===== src/rtl/demux_1to8_scanner.sv =====
// Scanning 1-to-8 demultiplexer: steps an external 8:1 mux select through 0..7,
// samples its output after a settle time and presents the rebuilt byte with a valid strobe.
module demux_1to8_scanner #(
  parameter int unsigned SETTLE_CYC = 2
) (
  input  logic       clk,
  input  logic       rst_n,
  input  logic       start,
  input  logic       cont,
  input  logic       din,
  output logic [2:0] sel,
  output logic       busy,
  output logic [7:0] dout,
  output logic       valid
);

  localparam logic [3:0] Reload = 4'(SETTLE_CYC - 1);

  typedef enum logic [0:0] {StIdle, StScan} state_e;

  state_e     state_q;
  logic [3:0] cnt_q;
  logic [7:0] shadow_q;

  always_ff @(posedge clk) begin
    if (!rst_n) begin
      state_q  <= StIdle;
      cnt_q    <= 4'd0;
      shadow_q <= 8'h00;
      sel      <= 3'd0;
      busy     <= 1'b0;
      dout     <= 8'h00;
      valid    <= 1'b0;
    end else begin
      valid <= 1'b0;
      unique case (state_q)
        StIdle: begin
          if (start) begin
            state_q <= StScan;
            sel     <= 3'd0;
            busy    <= 1'b1;
            cnt_q   <= Reload;
          end
        end
        StScan: begin
          if (cnt_q != 4'd0) begin
            cnt_q <= cnt_q - 4'd1;
          end else begin
            shadow_q[sel] <= din;
            cnt_q         <= Reload;
            if (sel != 3'd7) begin
              sel <= sel + 3'd1;
            end else begin
              // Bit 7 goes straight into dout; the shadow copy is not yet visible here.
              dout  <= {din, shadow_q[6:0]};
              valid <= 1'b1;
              sel   <= 3'd0;
              if (!cont) begin
                state_q <= StIdle;
                busy    <= 1'b0;
              end
            end
          end
        end
        default: state_q <= StIdle;
      endcase
    end
  end

endmodule


===== config.mk =====
export PLATFORM = sky130hd
export DESIGN_NAME = demux_1to8_scanner
export DESIGN_NICKNAME = d
export VERILOG_FILES = /design/src/rtl/demux_1to8_scanner.sv
export SDC_FILE = /design/constraint.sdc
export NUM_CORES = 1
export LEC_CHECK = 0
export BUFFER_PORTS_ARGS = -buffer_cell sky130_fd_sc_hd__buf_4
export CAP_MARGIN = 10
export CORE_AREA = 5 5 60 67
export CTS_BUF_LIST = sky130_fd_sc_hd__clkbuf_4
export CTS_CLUSTER_DIAMETER = 120
export DETAILED_ROUTE_END_ITERATION = 10
export DIE_AREA = 0 0 65 72
export SYNTH_ARGS = -nofsm -noshare
export SYNTH_HDL_FRONTEND = slang
export SYNTH_SLANG_ARGS = --single-unit

===== constraint.sdc =====
create_clock -name clk -period 1.85 [get_ports clk]
set_input_delay 0.37 -clock clk [delete_from_list [all_inputs] [get_ports clk]]
set_output_delay 0.37 -clock clk [all_outputs]
set_load 0.02 [all_outputs]

==> impl_metrics.yaml, run 1 <==
job:
  drv_cap: 0
global_routing:
  grt_first_pass_wirelength_um: 3670
  globalRouteTotalUtil: 0.09635
  grt_pass1_vias: 834
  grt_max_degree: 20
  antenna_found_initial: 0
  grt_overflow_total: 0
clock_network:
  h-tree-depth: 1
  post_cts_buffers: 0
  cts-resized-gates: 0
  clk_pin_slew_worst_paths_ns: 0.14
  cts_buffers: 3
  cts_buffer_depth: 2
  cts_hold_buf: 0
  cts_tree: "yes"
  clkLatencyLatePin_ns: 0.31
  cts-root-buf: "clkbuf_4"
  cts_sinks: 25
synth:
  yosysWarnings: 0
  synthAdderAreaFrac: 0.02299
  netlist_instances: 113
  synth_top_family_by_area: "simple AND/OR/NAND/NOR gates"
  yosysSeqAreaShare: 0.4598
  syn_avg_cell_area_um2: 9.633
  ys_dominant_reg_cell: "dfxtp_1"
  synth-compound-area-share: 0.04943
  synth_edf_count: 0
  muxShareOfSynthArea: 0.1379
  ys_ff_latch: 25
  ys_types: 28
  syn_area_mm2: 0.001089
  synthSimpleGateAreaFrac: 0.2874
  ys_async_sr_fraction: 0
  synth-xor-area-share: 0
  synth_nets: 120
critical_path:
  crit_chain: "or4_1 > buf_4 > nor4b_4 > mux2i_1"
  reg2reg_from: "cnt_q[0]$_SDFFE_PN0P_"
  cp_slowest_cell: "or4_1"
  cp-endpoint: "shadow_q[5]$_SDFFE_PN0P_"
  startpoint_type: "flop"
  r2r_cells: 4
  cp.depth: 4
  cp_data_required_time_ns: 2.11
  crit_arrival_ns: 1.88
  regToRegEndpoint: "shadow_q[5]$_SDFFE_PN0P_"
  end_kind: "flop"
  crit_family: "simple AND/OR/NAND/NOR gates"
  startpoint: "cnt_q[0]$_SDFFE_PN0P_"
  reg2reg_slack_ns: 0.23
  path_buf_inv: 1
  critPathMaxFanout: 10
  cpPeakStageDelay_ns: 0.51
  worstSetupPathType: "reg2reg"
cells_and_area:
  syn_to_final_growth_pct: 17.59
  layout_commonest_cell: "dfxtp_1"
  num_antenna_cells: 0
  layout-drive-gt1-share: 0.2273
  final_util: 0.3908
  final_cell_mix: "25 x dfxtp_1, 24 x nand2_1, 21 x buf_4"
  final_nets: 140
timing:
  setup_tns_ns: 0
  finalCriticalPeriod_ns: 1.623
  final-hold-violation-count: 0
  worst_slew_pin_slew_ns: 0.4575
  fin_crit_sh: 0.8773
  clock_skew_ns: 0.002666
  rsz0062_at_grt: "no"
  max_freq_mhz: 616.1
  drv_slew: 0
  report.final.setup_viol: 0
  relSlewSlack: 0.6946
power_and_ir_drop:
  power_density_mw_per_mm2: 699.6
  ir_worst_vdd_uv: 335.0
  p_leak_nw: 0.4985
die:
  die_x_um: 65
  rows: 22
  io_pins: 18
  die_h_um: 72
  die-area_mm2: 0.004680
  core-area_mm2: 0.003276
  start_util: 0.3323
status:
  status: "complete, no violations"
drt:
  drt_iter0_drc: 94
  drt_pass1_iterations: 4
  drc: 0
  vias: 851
  ant_nets: 0
  drt_wl_total_um: 2087
  wire_per_inst_um: 12.42
  viasPerCell: 5.065
worst_hold_path:
  hold_class: "in2reg"
  min_from: "cont"
placed_design:
  dp_hpwl_um: 1528
  gp_congestion: 0.7881
  port_buffers: 17
logic make-up (layout without fill, tap and decap cells):
family,count (synthesis),after routing
simple gates,54,54
compound gates,9,9
flops,25,25
mux,15,15
buf+inv,8,27
fa+ha+maj,2,2
where the power goes:
part	internal (mW)	switching, mW	total [mW]
Clock	0.0808	0.161	0.242
Sequential	0.549	0.0147	0.563
Combinational	0.0346	0.0559	0.0906
cells in the mapped netlist, types with 2 or more instances:
| cell | instances | area share |
|---|---|---|
| nor2_1 | 6 | 0.021 |
| buf_4 | 2 | 0.014 |
| nand4b_1 | 2 | 0.016 |
| dfxtp_1 | 25 | 0.46 |
| a21oi_1 | 2 | 0.0092 |
| inv_1 | 2 | 0.0069 |
| mux2i_1 | 15 | 0.14 |
| nand4_1 | 2 | 0.011 |
| ha_1 | 2 | 0.023 |
| nand3_1 | 6 | 0.028 |
| a31oi_1 | 3 | 0.017 |
| nand2_1 | 24 | 0.083 |
| nor2b_1 | 2 | 0.011 |
| o21ai_0 | 2 | 0.0092 |
| clkbuf_1 | 2 | 0.0069 |
| nor3_1 | 4 | 0.018 |
registers in the layout, summed over array words and instances, names as in the netlist:
register	count
cnt_q	4
busy	1
state_q	1
valid	1
dout	8
shadow_q	7
sel	3
layer usage:
metal | vias up | wire length (µm) | global-route usage
li1 | 433 | - | -
met4 | 0 | 10 | 0.02582
met5 | - | 0 | 0
met2 | 16 | 938 | 0.1580
met1 | 400 | 1054 | 0.1263
met3 | 2 | 84 | 0.02322
tightest hold or removal path, cell delays in order:
cell,delay (ns)
buf_4,0.08
o31ai_1,0.08
nor2_1,0.08
layout make-up:
| class | instances | area (µm²) |
|---|---|---|
| fillers | 330 | 1996 |
| multi-input cells | 80 | 541.8 |
| flip-flops and latches | 25 | 500.5 |
| repair buffers | 21 | 157.7 |
| well taps | 36 | 45.04 |
| clock buffers | 3 | 22.52 |
| inverters | 2 | 7.507 |
| clock inverters | 1 | 5.005 |
through the flow:
stage | setup slack, ns | hold WS (ns) | cell area, µm² | instances | total power, mW
2_1_floorplan | 0.3290 | 0.4415 | 1089 | 113 | 0.6371
3_3_place_gp | 0.2610 | 0.4451 | 1252 | 164 | 0.6635
4_1_cts | 0.2246 | 0.3376 | 1280 | 168 | 0.9021
3_5_place_dp | 0.2454 | 0.4478 | 1252 | 164 | 0.6664
6_report | 0.2270 | 0.3296 | 1280 | 168 | 0.8955
5_1_grt | 0.1508 | 0.3433 | 1280 | 168 | 0.9407
worst min-delay path by stage:
stage	depth (start not counted)	to	slack, ns
after detailed placement	2	dout[3]$_SDFFE_PN0P_	0.45
after CTS	3	state_q$_SDFF_PN0_	0.34
after global routing	3	busy$_SDFFE_PN0P_	0.34
after global placement	2	dout[4]$_SDFFE_PN0P_	0.45
after floorplan	2	cnt_q[3]$_SDFFE_PN0P_	0.44
final	3	state_q$_SDFF_PN0_	0.33
No activity file was read; power rests on OpenSTA's default activity.
==> run 2: changes to the inputs <==
- BUFFER_PORTS_ARGS: -buffer_cell sky130_fd_sc_hd__buf_4 -> -buffer_cell sky130_fd_sc_hd__buf_2
==> run 2 against run 1 <==
Register-to-register slack lost 0.03 ns. Sequential share of layout area grew 1.3 points. Critical endpoint unchanged. Via count shrank 0.12%. Sequential cell count is the same.
==> impl_metrics.yaml, run 2 (synthesis results as in run 1) <==
clock_network:
  cts_tree: "yes"
  cts_buffer_depth: 2
  clkLatencyLatePin_ns: 0.32
  cts_sinks: 25
  clk_pin_slew_worst_paths_ns: 0.14
  cts_buffers: 3
  post_cts_buffers: 0
  h-tree-depth: 1
  cts-resized-gates: 0
  cts-root-buf: "clkbuf_4"
  cts_hold_buf: 0
timing:
  setup_tns_ns: 0
  report.final.setup_viol: 0
  final-hold-violation-count: 0
  fin_crit_sh: 0.8933
  finalCriticalPeriod_ns: 1.653
  drv_slew: 0
  whs_ns: 0.3360
  rsz0062_at_grt: "no"
  relSlewSlack: 0.6920
  max_freq_mhz: 605.1
  clock_skew_ns: 0.01143
  worst_slew_pin_slew_ns: 0.4613
critical_path:
  worstSetupPathType: "reg2reg"
  startpoint_type: "flop"
  cp_data_required_time_ns: 2.11
  crit_arrival_ns: 1.91
  critPathMaxFanout: 10
  end_kind: "flop"
cells_and_area:
  top_register: "dout"
  reg_top3: "dout x8, shadow_q x7, cnt_q x4"
  layout_commonest_cell: "dfxtp_1"
  final_cell_mix: "25 x dfxtp_1, 24 x nand2_1, 17 x buf_2"
  num_antenna_cells: 0
  layout-drive-gt1-share: 0.2273
  largest_reg_flops: 8
  final_nets: 140
  syn_to_final_growth_pct: 13.91
global_routing:
  grt_pass1_vias: 811
  antenna_found_initial: 0
  grt_first_pass_wirelength_um: 3505
  grt_max_degree: 20
  grt_overflow_total: 0
  globalRouteTotalUtil: 0.09338
drt:
  wire_per_inst_um: 12.39
  ant_nets: 0
  vias: 850
  viasPerCell: 5.060
  drt_wl_total_um: 2082
  drt_iter0_drc: 22
  drt_pass1_iterations: 2
  drc: 0
power_and_ir_drop:
  power_density_mw_per_mm2: 723.1
  seq_power_share: 0.628
  clock_power_share: 0.276
  swShare: 0.2624
  comb_power_share: 0.096
  p_leak_nw: 0.4924
  power_switching_mw: 0.2353
  intPower_mw: 0.6613
  ir_worst_vdd_uv: 458.5
die:
  io_pins: 18
  die_h_um: 72
  start_util: 0.3323
  core-area_mm2: 0.003276
  die_x_um: 65
  rows: 22
  die-area_mm2: 0.004680
job:
  drv_cap: 0
placed_design:
  dp_hpwl_um: 1539
  port_buffers: 17
  gp_congestion: 0.8190
worst_hold_path:
  hold_class: "in2reg"
status:
  status: "complete, no violations"
[run 2: cell types whose count changed in the layout (fill, tap and decap cells not counted)]
cell | previous run | this run
clkinv_2 | 1 | 0
buf_2 | 0 | 17
clkinvlp_4 | 0 | 1
buf_4 | 21 | 4
[run 2: layout make-up]
type	instances	area [µm²]
Inverter	2	7.507
Timing Repair Buffer	21	115.1
Tap cell	36	45.04
Fill cell	338	2036
Clock buffer	3	22.52
Sequential cell	25	500.5
Clock inverter	1	7.507
Multi-Input combinational cell	80	541.8
[run 2: critical path, stage by stage (launching register included)]
cell	delay [ns]
dfxtp_1	0.39
or4_1	0.53
buf_4	0.21
nor4b_4	0.27
mux2i_1	0.21
[run 2: through the flow]
stage	setup slack [ns]	std cells	area (µm²)	util	power, mW
floorplan	0.3290	113	1089	-	0.6371
global placement	0.2755	164	1210	0.3694	0.6587
detailed placement	0.2133	164	1210	0.3694	0.6608
CTS	0.1963	168	1240	0.3785	0.9133
global route	0.1083	168	1240	0.3785	0.9338
finish	0.1974	168	1240	0.3785	0.8966
[run 2: power by group through the flow]
stage / logic [mW] / registers, mW / clock network [mW]
detailed placement: 0.0862 / 0.575 / 0
CTS: 0.0865 / 0.563 / 0.264
floorplan: 0.0636 / 0.574 / 0
global placement: 0.0846 / 0.574 / 0
finish: 0.0861 / 0.563 / 0.247
global route: 0.0949 / 0.566 / 0.273
[run 2: worst paths after layout]
| check | startpoint | to | slack [ns] | depth (start not counted) |
|---|---|---|---|---|
| hold / removal | cont | busy$_SDFFE_PN0P_ | 0.34 | 3 |
| hold reg to reg | dout[1]$_SDFFE_PN0P_ | dout[1]$_SDFFE_PN0P_ | 0.46 | 2 |
| setup / recovery | cnt_q[0]$_SDFFE_PN0P_ | shadow_q[5]$_SDFFE_PN0P_ | 0.20 | 4 |
| setup reg to reg | cnt_q[0]$_SDFFE_PN0P_ | shadow_q[5]$_SDFFE_PN0P_ | 0.20 | 4 |
[run 2: metal layers]
metal / part of all wire / vias up / routed length (µm) / GRT usage
met5: 0 / - / 0 / 0
li1: - / 436 / - / -
met3: 0.052 / 0 / 109 / 0.03715
met1: 0.48 / 395 / 1009 / 0.1118
met2: 0.46 / 19 / 964 / 0.1602
met4: 0 / 0 / 0 / 0.01408
==> run 3: changes to the inputs <==
- CORE_AREA: 5 5 60 67 -> 4 4 59 66
- DIE_AREA: 0 0 65 72 -> 0 0 63 70
- clock period: 1.85 -> 1.6 ns (I/O delays scaled with it)
==> run 3 against run 2 <==
Clock power up 12%. First-iteration DRC count rose by 77%. Maximum frequency grew 5.8%. Combinational power grew 51%. Die area fell by 5.8%. Critical path depth stayed put. Final cell count up 4.2%. Global-route usage increased by 1.5 points. Non-clock buffer count increased by 7. Sequential share of layout area fell by 2.0 points. Setup slack worse by 0.16 ns. Critical endpoint unchanged. Largest cell class unchanged. Highest routed layer is now met4.
==> impl_metrics.yaml, run 3 (synthesis results as in run 1) <==
cells_and_area:
  fillers: 336
  reg_top3: "dout x8, shadow_q x7, cnt_q x4"
  largest_reg_flops: 8
  fin_cells: 175
  top_register: "dout"
  syn_to_final_growth_pct: 20.00
  final_cell_mix: "25 x dfxtp_1, 24 x nand2_1, 17 x buf_2"
  layout-drive-gt1-share: 0.2734
  layout_commonest_cell: "dfxtp_1"
  final_nets: 147
  num_antenna_cells: 0
timing:
  relSlewSlack: 0.7276
  whs_ns: 0.2676
  clock_skew_ns: 0.002823
  rsz0062_at_grt: "yes"
  setup_tns_ns: 0
  report.final.setup_viol: 0
  worst_slew_pin_slew_ns: 0.4029
  setup_ws_ns: 0.03734
  max_freq_mhz: 639.9
  fin_crit_sh: 0.9767
  final-hold-violation-count: 0
  drv_slew: 0
  finalCriticalPeriod_ns: 1.563
clock_network:
  cts-root-buf: "clkbuf_4"
  h-tree-depth: 1
  cts_buffers: 3
  cts_buffer_depth: 2
  clkLatencyLatePin_ns: 0.32
  clk_pin_slew_worst_paths_ns: 0.13
  cts_tree: "yes"
  cts_sinks: 25
  cts_hold_buf: 0
power_and_ir_drop:
  swShare: 0.2563
  power.total_mw: 1.050
  clock_power_share: 0.263
  p_leak_nw: 0.5326
  power_density_mw_per_mm2: 803.6
  seq_power_share: 0.613
  comb_power_share: 0.124
  intPower_mw: 0.7806
  power_switching_mw: 0.2690
  ir_worst_vdd_uv: 322.0
global_routing:
  grt_first_pass_wirelength_um: 3891
  globalRouteTotalUtil: 0.1082
  grt_overflow_total: 0
  grt_max_degree: 15
  grt_pass1_vias: 893
  antenna_found_initial: 0
critical_path:
  worstSetupPathType: "reg2reg"
  end_kind: "flop"
  cp_data_required_time_ns: 1.86
  reg2reg_slack_ns: 0.04
  crit_arrival_ns: 1.82
  critPathMaxFanout: 7
  startpoint_type: "flop"
placed_design:
  dp_hpwl_um: 1611
  place_ws_ns: -0.01614
  port_buffers: 17
  gp_congestion: 0.7652
  dp_cells: 170
die:
  io_pins: 18
  rows: 22
  core-area_mm2: 0.003276
  die_x_um: 63
  die-area_mm2: 0.004410
  die_h_um: 70
  start_util: 0.3323
drt:
  drt_pass1_iterations: 4
  ant_nets: 0
  drc: 0
  viasPerCell: 5.029
  vias: 880
  drt_wl_total_um: 2157
  wire_per_inst_um: 12.33
  drt_iter0_drc: 39
worst_hold_path:
  hold_class: "in2reg"
job:
  drv_cap: 0
status:
  status: "complete, no violations"
==> run 3: cell count changes in the layout (fill, tap and decap cells not counted), sizes merged <==
cell / change
buf: +7
clkinv: +1
clkinvlp: -1
==> run 3: timing repair <==
action / CTS / global route
resized for setup: 2 / 1
cloned: 0 / 0
setup endpoints to repair: 2 / 13
pin swaps: 0 / 1
setup buffers: 0 / 1
==> run 3: path summary, 6_finish.rpt <==
| kind | start | endpoint | cells past startpoint |
|---|---|---|---|
| worst max register to register | cnt_q[3]$_SDFFE_PN0P_ | shadow_q[5]$_SDFFE_PN0P_ | 4 |
| worst max-delay path | cnt_q[3]$_SDFFE_PN0P_ | shadow_q[5]$_SDFFE_PN0P_ | 4 |
| worst min register to register | dout[1]$_SDFFE_PN0P_ | dout[1]$_SDFFE_PN0P_ | 2 |
| worst min-delay path | cont | state_q$_SDFF_PN0_ | 3 |
==> run 3: per-layer routing <==
metal  wire (µm)  vias up  global-route usage  part of all wire
li1            -      447                   -                 -
met1        1047      407              0.1263              0.49
met2         982       22              0.1841              0.46
met3         104        4             0.04019             0.048
met4          23        0             0.02941             0.011
met5           0        -                   0                 0
==> run 3: cell type report <==
type	instances	area, µm²	share of cell area
Clock buffer	3	22.52	0.01724
Sequential cell	25	500.5	0.3831
Tap cell	36	45.04	0.03448
Timing Repair Buffer	28	171.4	0.1312
Clock inverter	1	5.005	0.003831
Multi-Input combinational cell	80	554.3	0.4243
Inverter	2	7.507	0.005747
==> run 3: worst max-delay path: stages (launching register included) <==
cell	delay (ns)
dfxtp_1	0.34
or4_4	0.53
buf_6	0.17
nor4b_4	0.27
mux2i_1	0.20
==> run 3: power groups by stage <==
stage                     Combinational, mW  Clock, mW  Sequential [mW]
after floorplan                      0.0735          0            0.663
final                                 0.130      0.276            0.643
after global routing                  0.142      0.317            0.646
after global placement                0.117          0            0.657
after CTS                             0.123      0.295            0.643
after detailed placement              0.118          0            0.657
==> run 3: metrics by stage <==
step	util	instance area (µm²)
global route	0.3988	1306
detailed placement	0.3831	1255
CTS	0.3953	1295
finish	0.3988	1306
floorplan	-	1089
global placement	0.3831	1255
